===== src/rtl/iir_pkg.sv =====
// Shared constants and helpers for the IIR output capture path.
package iir_pkg;

    localparam int unsigned SAMPLE_W      = 16;
    localparam int unsigned FRAC_BITS     = 11;
    localparam int unsigned DEFAULT_DEPTH = 16;
    localparam int unsigned DROP_CNT_W    = 8;
    localparam int unsigned DROP_CNT_MAX  = (1 << DROP_CNT_W) - 1;

    // Signed Q5.11 filter sample; stored verbatim, never rescaled.
    typedef logic signed [SAMPLE_W-1:0] sample_t;

    // Saturating increment used by the drop counter.
    function automatic logic [DROP_CNT_W-1:0] sat_inc(input logic [DROP_CNT_W-1:0] v);
        return (v == DROP_CNT_W'(DROP_CNT_MAX)) ? v : v + DROP_CNT_W'(1);
    endfunction

endpackage


===== src/rtl/iir_fifo_mem.sv =====
// FIFO sample storage: one synchronous write port, one asynchronous read port.
// Contents are deliberately not reset; the controller's pointers define validity.
module iir_fifo_mem
    import iir_pkg::*;
#(
    parameter int unsigned DEPTH = DEFAULT_DEPTH
) (
    input  logic                       clk,
    input  logic                       we,
    input  logic [$clog2(DEPTH)-1:0]   waddr,
    input  logic [SAMPLE_W-1:0]        wdata,
    input  logic [$clog2(DEPTH)-1:0]   raddr,
    output logic [SAMPLE_W-1:0]        rdata
);

    sample_t mem_q [DEPTH];

    // Write port: store the captured sample at the write pointer.
    always_ff @(posedge clk) begin
        if (we) begin
            mem_q[waddr] <= wdata;
        end
    end

    assign rdata = mem_q[raddr];

endmodule


===== src/rtl/iir_out_fifo.sv =====
// Decimating capture FIFO for IIR filter outputs with first-word-fall-through
// streaming output, sticky overflow flag and an optional saturating drop counter.
// Optional feature: define IIR_OUT_DROP_CNT_EN to build the drop counter;
// otherwise drop_count is tied to zero.
module iir_out_fifo
    import iir_pkg::*;
#(
    parameter int unsigned DEPTH = DEFAULT_DEPTH,
    parameter int unsigned DECIM = 1
) (
    input  logic                      clk,
    input  logic                      reset,
    input  logic                      en,
    input  logic [SAMPLE_W-1:0]       y_in,
    input  logic                      y_strobe,
    output logic [SAMPLE_W-1:0]       m_data,
    output logic                      m_valid,
    input  logic                      m_ready,
    output logic [$clog2(DEPTH):0]    level,
    output logic                      overflow,
    output logic [DROP_CNT_W-1:0]     drop_count,
    input  logic                      clear_ovf
);

    localparam int unsigned PTR_W = $clog2(DEPTH);
    localparam int unsigned LVL_W = PTR_W + 1;
    localparam int unsigned CNT_W = (DECIM > 1) ? $clog2(DECIM) : 1;

    logic [CNT_W-1:0]    dec_cnt_q, dec_cnt_d;
    logic [PTR_W-1:0]    wr_ptr_q,  wr_ptr_d;
    logic [PTR_W-1:0]    rd_ptr_q,  rd_ptr_d;
    logic [LVL_W-1:0]    level_q,   level_d;
    logic                valid_q,   valid_d;
    logic                overflow_q, overflow_d;

    logic                capture_c;
    logic                pop_c;
    logic                full_c;
    logic                push_c;
    logic                drop_c;
    logic [SAMPLE_W-1:0] rd_data;

    // Storage array; write on accepted capture, read at the head pointer.
    iir_fifo_mem #(
        .DEPTH (DEPTH)
    ) u_mem (
        .clk   (clk),
        .we    (push_c),
        .waddr (wr_ptr_q),
        .wdata (y_in),
        .raddr (rd_ptr_q),
        .rdata (rd_data)
    );

    // Handshake and capture qualification; a pop frees a slot for a same-cycle push.
    always_comb begin
        capture_c = y_strobe & en & (dec_cnt_q == CNT_W'(DECIM - 1));
        pop_c     = valid_q & m_ready;
        full_c    = (level_q == LVL_W'(DEPTH));
        push_c    = capture_c & (~full_c | pop_c);
        drop_c    = capture_c & full_c & ~pop_c;
    end

    // Decimation counter: counts enabled strobes, wraps on capture, clears while disabled.
    always_comb begin
        dec_cnt_d = dec_cnt_q;
        if (!en) begin
            dec_cnt_d = '0;
        end else if (y_strobe) begin
            dec_cnt_d = capture_c ? '0 : dec_cnt_q + CNT_W'(1);
        end
    end

    // Pointer, occupancy and flag next-state; pointers wrap naturally at power-of-two DEPTH.
    always_comb begin
        wr_ptr_d   = wr_ptr_q;
        rd_ptr_d   = rd_ptr_q;
        level_d    = level_q;
        overflow_d = overflow_q;
        if (push_c) begin
            wr_ptr_d = wr_ptr_q + PTR_W'(1);
        end
        if (pop_c) begin
            rd_ptr_d = rd_ptr_q + PTR_W'(1);
        end
        level_d = level_q + LVL_W'(push_c) - LVL_W'(pop_c);
        if (clear_ovf) begin
            overflow_d = drop_c;
        end else if (drop_c) begin
            overflow_d = 1'b1;
        end
    end

    // Valid tracks the next occupancy so a capture is visible one cycle later.
    always_comb begin
        valid_d = (level_d != '0);
    end

    // Control state registers.
    always_ff @(posedge clk or posedge reset) begin
        if (reset) begin
            dec_cnt_q  <= '0;
            wr_ptr_q   <= '0;
            rd_ptr_q   <= '0;
            level_q    <= '0;
            valid_q    <= 1'b0;
            overflow_q <= 1'b0;
        end else begin
            dec_cnt_q  <= dec_cnt_d;
            wr_ptr_q   <= wr_ptr_d;
            rd_ptr_q   <= rd_ptr_d;
            level_q    <= level_d;
            valid_q    <= valid_d;
            overflow_q <= overflow_d;
        end
    end

`ifdef IIR_OUT_DROP_CNT_EN
    logic [DROP_CNT_W-1:0] drop_cnt_q, drop_cnt_d;

    // Drop counter: saturating; a drop coinciding with clear leaves a count of one.
    always_comb begin
        drop_cnt_d = drop_cnt_q;
        if (clear_ovf) begin
            drop_cnt_d = drop_c ? DROP_CNT_W'(1) : '0;
        end else if (drop_c) begin
            drop_cnt_d = sat_inc(drop_cnt_q);
        end
    end

    // Drop counter register.
    always_ff @(posedge clk or posedge reset) begin
        if (reset) begin
            drop_cnt_q <= '0;
        end else begin
            drop_cnt_q <= drop_cnt_d;
        end
    end

    assign drop_count = drop_cnt_q;
`else
    assign drop_count = '0;
`endif

    // Head data is gated by valid so an empty or resetting FIFO presents zero.
    assign m_data   = valid_q ? rd_data : '0;
    assign m_valid  = valid_q;
    assign level    = level_q;
    assign overflow = overflow_q;

endmodule


===== config.mk =====
export PLATFORM = sky130hd
export DESIGN_NAME = iir_out_fifo
export DESIGN_NICKNAME = d
export VERILOG_FILES = /design/src/rtl/iir_pkg.sv /design/src/rtl/iir_fifo_mem.sv /design/src/rtl/iir_out_fifo.sv
export SDC_FILE = /design/constraint.sdc
export NUM_CORES = 1
export LEC_CHECK = 0
export CAP_MARGIN = 0
export CORE_MARGIN = 2
export CORE_UTILIZATION = 60
export CTS_CLUSTER_DIAMETER = 40
export DETAILED_ROUTE_END_ITERATION = 7
export PLACE_DENSITY = 0.81
export SLEW_MARGIN = 20
export SYNTH_ARGS = -nofsm -noshare
export SYNTH_HDL_FRONTEND = slang
export SYNTH_SLANG_ARGS = --single-unit

===== constraint.sdc =====
create_clock -name clk -period 2.9 [get_ports clk]
set_input_delay 0.87 -clock clk [delete_from_list [all_inputs] [get_ports clk]]
set_output_delay 0.87 -clock clk [all_outputs]
set_load 0.01 [all_outputs]

==> results of run 1 <==
==> power groups by stage <==
stage / logic [mW] / registers (mW) / clock network [mW]
final: 5.45 / 4.81 / 3.83
after CTS: 5.22 / 4.79 / 3.81
after global routing: 5.69 / 4.83 / 3.99
after detailed placement: 4.42 / 4.88 / 0
after global placement: 4.25 / 4.86 / 0
after floorplan: 2.71 / 4.81 / 0
==> timing repair <==
| item | CTS | global route |
|---|---|---|
| gates cloned | 5 | 0 |
| setup endpoints to repair | 17 | 17 |
| buffers inserted | 27 | 3 |
| resized for setup | 117 | 25 |
| pin swaps | 49 | 31 |
==> final cells by class <==
| class | count | area, um^2 |
|---|---|---|
| flip-flops and latches | 272 | 8092 |
| fillers | 913 | 4302 |
| multi-input cells | 262 | 2665 |
| repair buffers | 145 | 1503 |
| clock buffers | 33 | 762.0 |
| well taps | 229 | 286.5 |
| clock inverters | 22 | 249.0 |
| inverters | 11 | 41.29 |
| diodes | 1 | 2.502 |
==> path summary, 6_finish.rpt <==
check	startpoint	endpoint	depth (start not counted)
worst max-delay path	rd_ptr_q[0]	m_data[1]	8
worst min-delay path	overflow	overflow	2
worst max register to register	level[2]	m_valid	12
worst min register to register	overflow	overflow	2
max in group asynchronous	reset	rd_ptr_q[0]	2
min in group asynchronous	reset	dec_cnt_q	2
==> registers in the layout (all words and copies together), names as in the netlist <==
signal and flops:
dec_cnt_q 1, wr_ptr_q 4, overflow 1, m_valid 1
level 5, rd_ptr_q 4, u_mem.mem_q 256
==> kinds of logic after synthesis <==
kind of cell,share of synthesized area
and+or+nand+nor,0.03716
AOI/OAI and AO/OA,0.03866
muxes,0.1300
xor gates and xnor gates,0.008054
adders and majority gates,0.01335
DFF,0.7437
buffers and inverters,0.02876
other,0.0003448
==> per-layer routing <==
layer | global-route usage | wire [um] | share of wire | vias up
met3 | 0.04385 | 1994 | 0.074 | 92
met1 | 0.3708 | 9965 | 0.37 | 3200
li1 | - | - | - | 2581
met5 | 0 | 0 | 0 | -
met4 | 0.1191 | 1134 | 0.042 | 0
met2 | 0.4747 | 13760 | 0.51 | 358
==> through the flow <==
step                      setup WS [ps]  area, um^2  power (mW)
final                            -320.1       13600       14.08
after floorplan                   37.84       10920       7.524
after detailed placement         -587.9       12000       9.297
after CTS                        -314.1       13510       13.82
after global placement           -510.8       12000       9.109
after global routing             -371.0       13600       14.51
==> worst max-delay path: stages (launching register included) <==
cell and delay, ps:
dfrtp_4 510, buf_12 160, buf_12 140, buf_8 130, mux2i_4 190, a22oi_2 250
nand2_1 120, o22ai_1 150, buf_2 150
==> synth_stat cells (all sizes together) (4+ instances only) <==
cell type    n
mux4        32
dfrtp       16
nor2         8
a22oi       45
and2        17
mux2i       67
edfxtp     256
xnor2        9
buf         29
inv         11
clkbuf       5
nand2       24
o22ai        4
nand3       14
ha          10
==> summary.txt, run 1 <==
status: complete, but fails checks
failing checks: setup timing
relative slew slack: 0.5780
pins over their slew limit: 0
Yosys reg bits: 272
Post-Route Setup TNS: -3985 ps
crit path kind: flop to primary output
Clk Latency, worst-skew pair: 560 ps
CP arrival: 2350 ps
EDFF count, synth: 256
# DRC: 0
ys async rst share: 0.05882
global-route wire length before repair: 39860 um
deepest clock path buffer count: 3
crit path launch type: flop
CTS Buf Count: 30
clk root buf: clkbuf_16
DR vias/cell: 6.391
Mapped Avg Cell Area: 19.01 um^2
Die Area: 19220 um^2
Routed Antenna Nets: 0
clock sink count: 272
Finished Layout Cells: 975
Seq pwr share: 0.341
I/O Buffers: 44
crit end category: primary output
Synth top area share: 0.7069
Hold Violations, Final: 0
Unique masters post-synth: 39
utilization after layout: 0.7597
maxcap violations: 0
Most used DFF post-synth: edfxtp_1
fin crit period: 3220 ps
Yosys top cell by area: edfxtp_1
Vias: 6231
slew at the pin closest to its max-slew limit: 632.3 ps
largest net degree at the start of global routing: 21
Final Net Count: 755
final hold slack: 541.0 ps
maximum VDD drop: 653.8 uV
Leakage Power: 4.915 nW
RSZ-0062 raised after global routing: yes
Cell Pwr Density: 1035 nW/um^2
final setup vio count: 16
row cnt: 49
vias in the first global route: 6519
Synth warnings: 0
switching power: 4.498 mW
Post-Syn Instances: 572
Post-DP HPWL: 14880 um
most frequent cells in the layout: edfxtp_1, buf_4, mux2i_1
wire per inst: 27.54 um
hold_buf cts: 0
Worst Path Required: 2030 ps
Max Fclk: 0.3105 GHz
most common cell after layout, fill and taps aside: edfxtp_1
final worst setup slack: -320.1 ps
H-tree depth: 1
Seq/Total Area, Yosys: 0.7437
min-delay worst type: flop to flop
die width: 138.6 um
Clk pwr share: 0.272
Initial Utilization: 0.6075
Synth area leaders: edfxtp_1, mux2i_1, mux4_2
R2R Setup Slk: 230 ps
Pint: 9.584 mW
Die Y: 138.6 um
All-Layer GR Usage: 0.2810
CTS tree: yes
P&R area growth vs syn: 25.06%
placed cells: 885
clk_skew: 25.11 ps
IO Count: 53
Comb power frac: 0.387
crit-path max FO: 5
fin crit share: 1.110
Congestion Overflow GR: 0
register clock-pin slew on the reported worst setup and hold paths: 60 ps
synthesized cell area: 10880 um^2
gp weighted congestion: 0.8038
Initial DRC Count: 799
share of layout cells above drive strength 1: 0.3168
First-pass DRT Iterations: 5
Sw Share: 0.3194
core area: 17900 um^2
WL final: 26860 um
initial antenna violation count: 1
Note: power is estimated with default switching activity, not from simulation.
==> run 2: changes to the inputs <==
--- a/config.mk
+++ b/config.mk
@@ -10,8 +10,9 @@
 export CORE_UTILIZATION = 60
 export CTS_CLUSTER_DIAMETER = 40
 export DETAILED_ROUTE_END_ITERATION = 7
-export PLACE_DENSITY = 0.81
+export PLACE_DENSITY = 0.75
 export SLEW_MARGIN = 20
 export SYNTH_ARGS = -nofsm -noshare
 export SYNTH_HDL_FRONTEND = slang
 export SYNTH_SLANG_ARGS = --single-unit
+export TNS_END_PERCENT = 5
==> run 2 against run 1 <==
  * Die area did not move
  * Routed wire length shrank 5.1%
  * Clock skew decreased by 5.9 ps
  * Final cell count down 1.4%
  * Power fell by 1.1%
  * Cell area decreased by 0.56%
  * Worst setup slack improved by 32 ps
  * Sequential power is essentially flat
  * Largest power group unchanged
  * Fmax up 0.99%
  * Largest cell class unchanged
  * Combinational power down 7.5%
  * Sequential share of layout area increased by 0.34 points
  * The flow still finishes with violations (setup timing)
==> summary.txt, run 2 (synthesis gave the netlist of run 1 again) <==
WL final: 25490 um (-5.1%)
Clk Latency, worst-skew pair: 500 ps (-60 ps)
crit end category: primary output
maxcap violations: 0 (unchanged)
CTS tree: yes
min-delay worst type: flop to flop
row cnt: 49 (unchanged)
Worst Path Required: 2030 ps (about the same)
crit path kind: flop to primary output
# fillers: 985 (+7.9%)
Cell Pwr Density: 1030 nW/um^2 (-0.54%)
register clock-pin slew on the reported worst setup and hold paths: 50 ps (about the same)
worst-path cell chain: buf_12, buf_12, buf_6, buf_6, mux4_2, a22oi_2, nand2_1, buf_2
H-tree depth: 2 (+1)
die width: 138.6 um (unchanged)
RSZ-0062 raised after global routing: yes
vias in the first global route: 6233 (-4.4%)
core area: 17900 um^2 (unchanged)
wire per inst: 26.53 um (-3.7%)
slew at the pin closest to its max-slew limit: 678.8 ps (+46.53 ps)
global-route wire length before repair: 37580 um (-5.7%)
Finished Layout Cells: 961 (-1.4%)
Hold Violations, Final: 0 (unchanged)
First-pass DRT Iterations: 5 (unchanged)
failing checks: setup timing
fin crit period: 3188 ps (-31.64 ps)
deepest clock path buffer count: 3 (unchanged)
clk root buf: clkbuf_16
status: complete, but fails checks
crit path launch type: flop
Power Total: 13.93 mW (-1.1%)
Initial Utilization: 0.6075 (unchanged)
share of layout cells above drive strength 1: 0.2763 (-0.04044)
pins over their slew limit: 0 (unchanged)
CTS Buf Count: 34 (+13%)
clock sink count: 272 (unchanged)
Max Fclk: 0.3136 GHz (+0.99%)
slowest stage delay, CP: 520 ps (about the same)
Post-DP HPWL: 14130 um (-5.0%)
final worst setup slack: -288.5 ps (+31.64 ps)
All-Layer GR Usage: 0.2643 (-0.01677)
IO Count: 53 (unchanged)
most frequent cells in the layout: edfxtp_1, mux2i_1, buf_4
clk_skew: 19.16 ps (-5.944 ps)
initial antenna violation count: 2 (+1)
Routed Antenna Nets: 0 (unchanged)
Reg with most FFs: u_mem.mem_q
DR vias/cell: 6.274 (-1.8%)
Die Area: 19220 um^2 (unchanged)
max reg flops: 256 (unchanged)
Initial DRC Count: 793 (-0.75%)
gp weighted congestion: 0.8022 (-0.20%)
Die Y: 138.6 um (unchanged)
Final Net Count: 741 (-1.9%)
largest net degree at the start of global routing: 18 (-14%)
CP arrival: 2320 ps (-30 ps)
crit-path max FO: 8 (+3)
Leakage Power: 4.863 nW (-1.1%)
maximum VDD drop: 611.5 uV (-6.5%)
placed cells: 879 (-0.68%)
final setup vio count: 17 (+1)
Vias: 6029 (-3.2%)
P&R area growth vs syn: 24.36%
I/O Buffers: 44 (unchanged)
most common cell after layout, fill and taps aside: edfxtp_1
Congestion Overflow GR: 0 (unchanged)
relative slew slack: 0.5461 (-0.03197)
fin crit share: 1.099 (-0.01091)
crit path max-delay cell type: dfrtp_4
# DRC: 0 (unchanged)
utilization after layout: 0.7555 (-0.004264)
hold_buf cts: 0 (unchanged)
## run 2: changes by cell type in the layout (fill, tap and decap cells not counted), moves of 7 or more
| cell | change |
|---|---|
| a22oi_1 | +7 |
| a22oi_2 | -7 |
| buf_12 | +15 |
| buf_4 | -16 |
| buf_6 | -7 |
| clkbuf_16 | +7 |
## run 2: metrics by stage
stage          TNS [ps]  hold slack [ps]  worst slack [ps]  instance area [um^2]
6_report          -3270            549.7            -288.5                 13520
5_1_grt           -4232            580.8            -360.7                 13520
4_1_cts           -4019            539.6            -305.9                 13450
3_5_place_dp     -16580            527.1            -654.0                 12110
3_3_place_gp      -6339            518.6            -522.6                 12110
2_1_floorplan         0            492.2             37.84                 10920
## run 2: what timing repair did
item | 4_1_cts | 5_1_grt
cloned | 3 | 0
setup endpoints to repair | 17 | 17
buffers inserted | 13 | 8
pin swaps | 29 | 21
hold endpoints to repair | 0 | 0
gates resized for setup | 88 | 15
## run 2: per-layer routing
layer	global-route usage	share of wire	up-vias
met5	0	0	-
met4	0.08825	0.026	0
met3	0.05939	0.080	52
met2	0.4385	0.51	330
met1	0.3546	0.39	3107
li1	-	-	2540
## run 2: path summary, 6_finish.rpt
kind                              from     endpoint  slack, ps  depth (start not counted)
setup reg to reg              level[2]      m_valid        200                         12
hold reg to reg            rd_ptr_q[3]  rd_ptr_q[3]        550                          1
min in group asynchronous        reset  rd_ptr_q[2]        760                          2
setup / recovery           rd_ptr_q[0]    m_data[9]       -290                          8
hold / removal             rd_ptr_q[3]  rd_ptr_q[3]        550                          1
max in group asynchronous        reset  rd_ptr_q[0]       1650                          2
## run 2: report_power, final
part	switching (mW)	total [mW]	leakage (nW)	internal, mW
Sequential	0.191	4.79	2.50	4.60
Clock	1.60	4.10	0.538	2.50
Combinational	2.56	5.04	1.83	2.48
## run 2: area by class of cell
type                            count  area [um^2]  area share
Clock buffer                       42        944.7     0.06985
Multi-Input combinational cell    262         2577      0.1906
Antenna cell                        1        2.502   0.0001850
Sequential cell                   272         8092      0.5983
Tap cell                          229        286.5     0.02119
Clock inverter                     17        155.1     0.01147
Timing Repair Buffer              127         1425      0.1054
Inverter                           11        41.29    0.003053
## run 2: worst max-delay path: cells and delay by family, from the launching register on
kind | cells | cell delay (ps)
flip-flops | 1 | 520
AO/OA/AOI/OAI | 1 | 140
multiplexers | 1 | 430
buffers and inverters | 5 | 670
AND/OR/NAND/NOR | 1 | 70
==> run 3: changes to the inputs <==
--- a/config.mk
+++ b/config.mk
@@ -10,7 +10,7 @@
 export CORE_UTILIZATION = 60
 export CTS_CLUSTER_DIAMETER = 40
 export DETAILED_ROUTE_END_ITERATION = 7
-export PLACE_DENSITY = 0.75
+export PLACE_DENSITY = 0.79
 export SLEW_MARGIN = 20
 export SYNTH_ARGS = -nofsm -noshare
 export SYNTH_HDL_FRONTEND = slang
==> constraint.sdc (replaced) <==
create_clock -name clk -period 3 [get_ports clk]
set_input_delay 0.9 -clock clk [delete_from_list [all_inputs] [get_ports clk]]
set_output_delay 0.9 -clock clk [all_outputs]
set_load 0.01 [all_outputs]
==> run 3 against run 2 <==
  * The flow still finishes with violations (setup timing)
  * Sequential cell count did not move
  * Count of clock-buffer cells in the layout fell by 10
  * Clock power fell by 6.3%
  * Hold slack worse by 17 ps
  * Largest power group unchanged
  * Critical path type unchanged
  * Sequential power fell by 3%
  * Worst setup slack better by 67 ps
  * Sequential share of layout area up 0.73 points
  * Power fell by 4.4%
  * Largest cell class unchanged
  * Die area stayed put
  * Register-to-register slack worse by 40 ps
  * Final cell count decreased by 2.1%
  * Critical path depth is the same
==> summary.txt, run 3 (synthesis gave the netlist of run 1 again) <==
crit-path max FO: 7 (-1)
Leakage Power: 4.766 nW (-2.0%)
Reg with most FFs: u_mem.mem_q
Post-DP HPWL: 13280 um (-6.1%)
fin crit share: 1.074
RSZ-0062 raised after global routing: yes
Congestion Overflow GR: 0 (unchanged)
die width: 138.6 um (unchanged)
WL final: 26270 um (+3.0%)
P&R area growth vs syn: 22.87%
Die Area: 19220 um^2 (unchanged)
placed cells: 862 (-1.9%)
CP arrival: 2320 ps (about the same)
clk_skew: 19.78 ps (+0.6170 ps)
Cell Pwr Density: 996.2 nW/um^2 (-3.3%)
First-pass DRT Iterations: 5 (unchanged)
CTS tree: yes
crit path launch type: flop
gp weighted congestion: 0.7689 (-4.2%)
max reg flops: 256 (unchanged)
hold_buf cts: 0 (unchanged)
wire per inst: 27.91 um (+5.2%)
Clk Latency, worst-skew pair: 560 ps (+60 ps)
DR vias/cell: 6.448 (+2.8%)
Final Net Count: 722 (-2.6%)
most frequent cells in the layout: edfxtp_1, mux2i_1, buf_4
Place WS: -637.6 ps (+16.41 ps)
Clk pwr share: 0.288 (-0.007)
final hold slack: 532.7 ps (-16.93 ps)
maxcap violations: 0 (unchanged)
Worst Path Required: 2100 ps (+70 ps)
IO Count: 53 (unchanged)
vias in the first global route: 6282 (+0.79%)
WP buf/inv: 4 (-1)
Die Y: 138.6 um (unchanged)
Initial DRC Count: 567 (-28%)
crit path max-delay cell type: dfrtp_4
pins over their slew limit: 0 (unchanged)
min-delay worst type: flop to flop
crit-path most repeated cell: buf_6
global-route wire length before repair: 38390 um (+2.2%)
All-Layer GR Usage: 0.2700 (+0.005718)
row cnt: 49 (unchanged)
register clock-pin slew on the reported worst setup and hold paths: 60 ps (about the same)
slowest stage delay, CP: 570 ps (+50 ps)
worst-path cell chain: buf_6, buf_12, buf_8, mux2i_1, a22oi_1, nand3_1, nand2_2, buf_6
failing checks: setup timing
clock sink count: 272 (unchanged)
area of the multi-input gates: 2616 um^2 (+1.5%)
Top delay family on crit path: flip-flops
Seq pwr share: 0.350 (+0.006)
initial antenna violation count: 1 (-1)
Max Fclk: 0.3105 GHz
most common cell after layout, fill and taps aside: edfxtp_1
Pint: 9.108 mW (-4.9%)
status: complete, but fails checks
core area: 17900 um^2 (unchanged)
deepest clock path buffer count: 3 (unchanged)
Comb power frac: 0.362 (about the same)
fin crit period: 3221 ps
I/O Buffers: 44 (unchanged)
Power Total: 13.31 mW (-4.4%)
clk root buf: clkbuf_16
slew at the pin closest to its max-slew limit: 708.0 ps (+29.24 ps)
H-tree depth: 1 (-1)
crit end category: primary output
Initial Utilization: 0.6075 (unchanged)
diode count: 0 (-1)
largest net degree at the start of global routing: 20 (+2)
Hold Violations, Final: 0 (unchanged)
Finished Layout Cells: 941 (-2.1%)
final setup vio count: 17 (unchanged)
Sequential cell area: 8093 um^2 (about the same)
crit path kind: flop to primary output
CTS Buf Count: 30 (-12%)
# fillers: 993 (+0.81%)
Sw Share: 0.3158 (+0.003615)
switching power: 4.204 mW (-3.3%)
Routed Antenna Nets: 0 (unchanged)
relative slew slack: 0.5275 (-0.01860)
final worst setup slack: -221.1 ps (+67.43 ps)
maximum VDD drop: 695.4 uV (+14%)
share of layout cells above drive strength 1: 0.2640 (-0.01229)
Vias: 6068 (+0.65%)
# DRC: 0 (unchanged)
-- run 3: power by group through the flow --
stage                     Clock (mW)  Combinational (mW)  Sequential (mW)
after floorplan                    0                2.62             4.65
after global placement             0                4.01             4.68
after detailed placement           0                4.15             4.70
after CTS                       3.84                4.71             4.65
after global routing            4.00                5.07             4.68
final                           3.84                4.81             4.66
-- run 3: final timing paths --
kind | startpoint | end | slack [ps] | cells after the start
min in group asynchronous | reset | rd_ptr_q[2] | 760 | 2
max reg2reg | m_valid | m_valid | 160 | 12
min reg2reg | dec_cnt_q | dec_cnt_q | 530 | 2
max | rd_ptr_q[0] | m_data[12] | -220 | 8
min | dec_cnt_q | dec_cnt_q | 530 | 2
max in group asynchronous | reset | rd_ptr_q[0] | 1720 | 2
-- run 3: layout make-up --
| class | instances | area share |
|---|---|---|
| Sequential cell | 272 | 0.6056 |
| Multi-Input combinational cell | 262 | 0.1958 |
| Timing Repair Buffer | 112 | 0.09635 |
| Clock buffer | 32 | 0.05674 |
| Tap cell | 229 | 0.02144 |
| Clock inverter | 23 | 0.02097 |
| Inverter | 11 | 0.003090 |
-- run 3: layer usage --
| layer | vias up | track usage | share of wire |
|---|---|---|---|
| li1 | 2505 | - | - |
| met1 | 3091 | 0.3643 | 0.37 |
| met2 | 393 | 0.4474 | 0.50 |
| met3 | 77 | 0.05456 | 0.087 |
| met4 | 2 | 0.09569 | 0.036 |
| met5 | - | 0 | 0.00049 |
-- run 3: worst reg2reg max path, stage by stage (launching register included) --
cell,delay [ps]
dfrtp_1,550
nand2_2,200
nor2_4,150
inv_1,80
a21boi_2,140
ha_2,200
inv_1,50
fa_1,370
nand2b_1,150
a21oi_1,140
nor2_1,60
xnor2_1,150
or4_1,490
-- run 3: metrics by stage --
| step | cell area [um^2] | TNS [ps] | util |
|---|---|---|---|
| finish | 13360 | -2932 | 0.7464 |
| global route | 13360 | -4077 | 0.7464 |
| CTS | 13330 | -3728 | 0.7448 |
| detailed placement | 11950 | -2423 | 0.6676 |
| global placement | 11950 | -3441 | 0.6675 |
| floorplan | 10910 | 0 | - |
-- run 3: what timing repair did --
item | CTS | global route
pin swaps | 22 | 26
gates resized for setup | 93 | 30
buffers inserted | 16 | 7
cloned | 5 | 0
endpoints found under the setup margin | 17 | 17
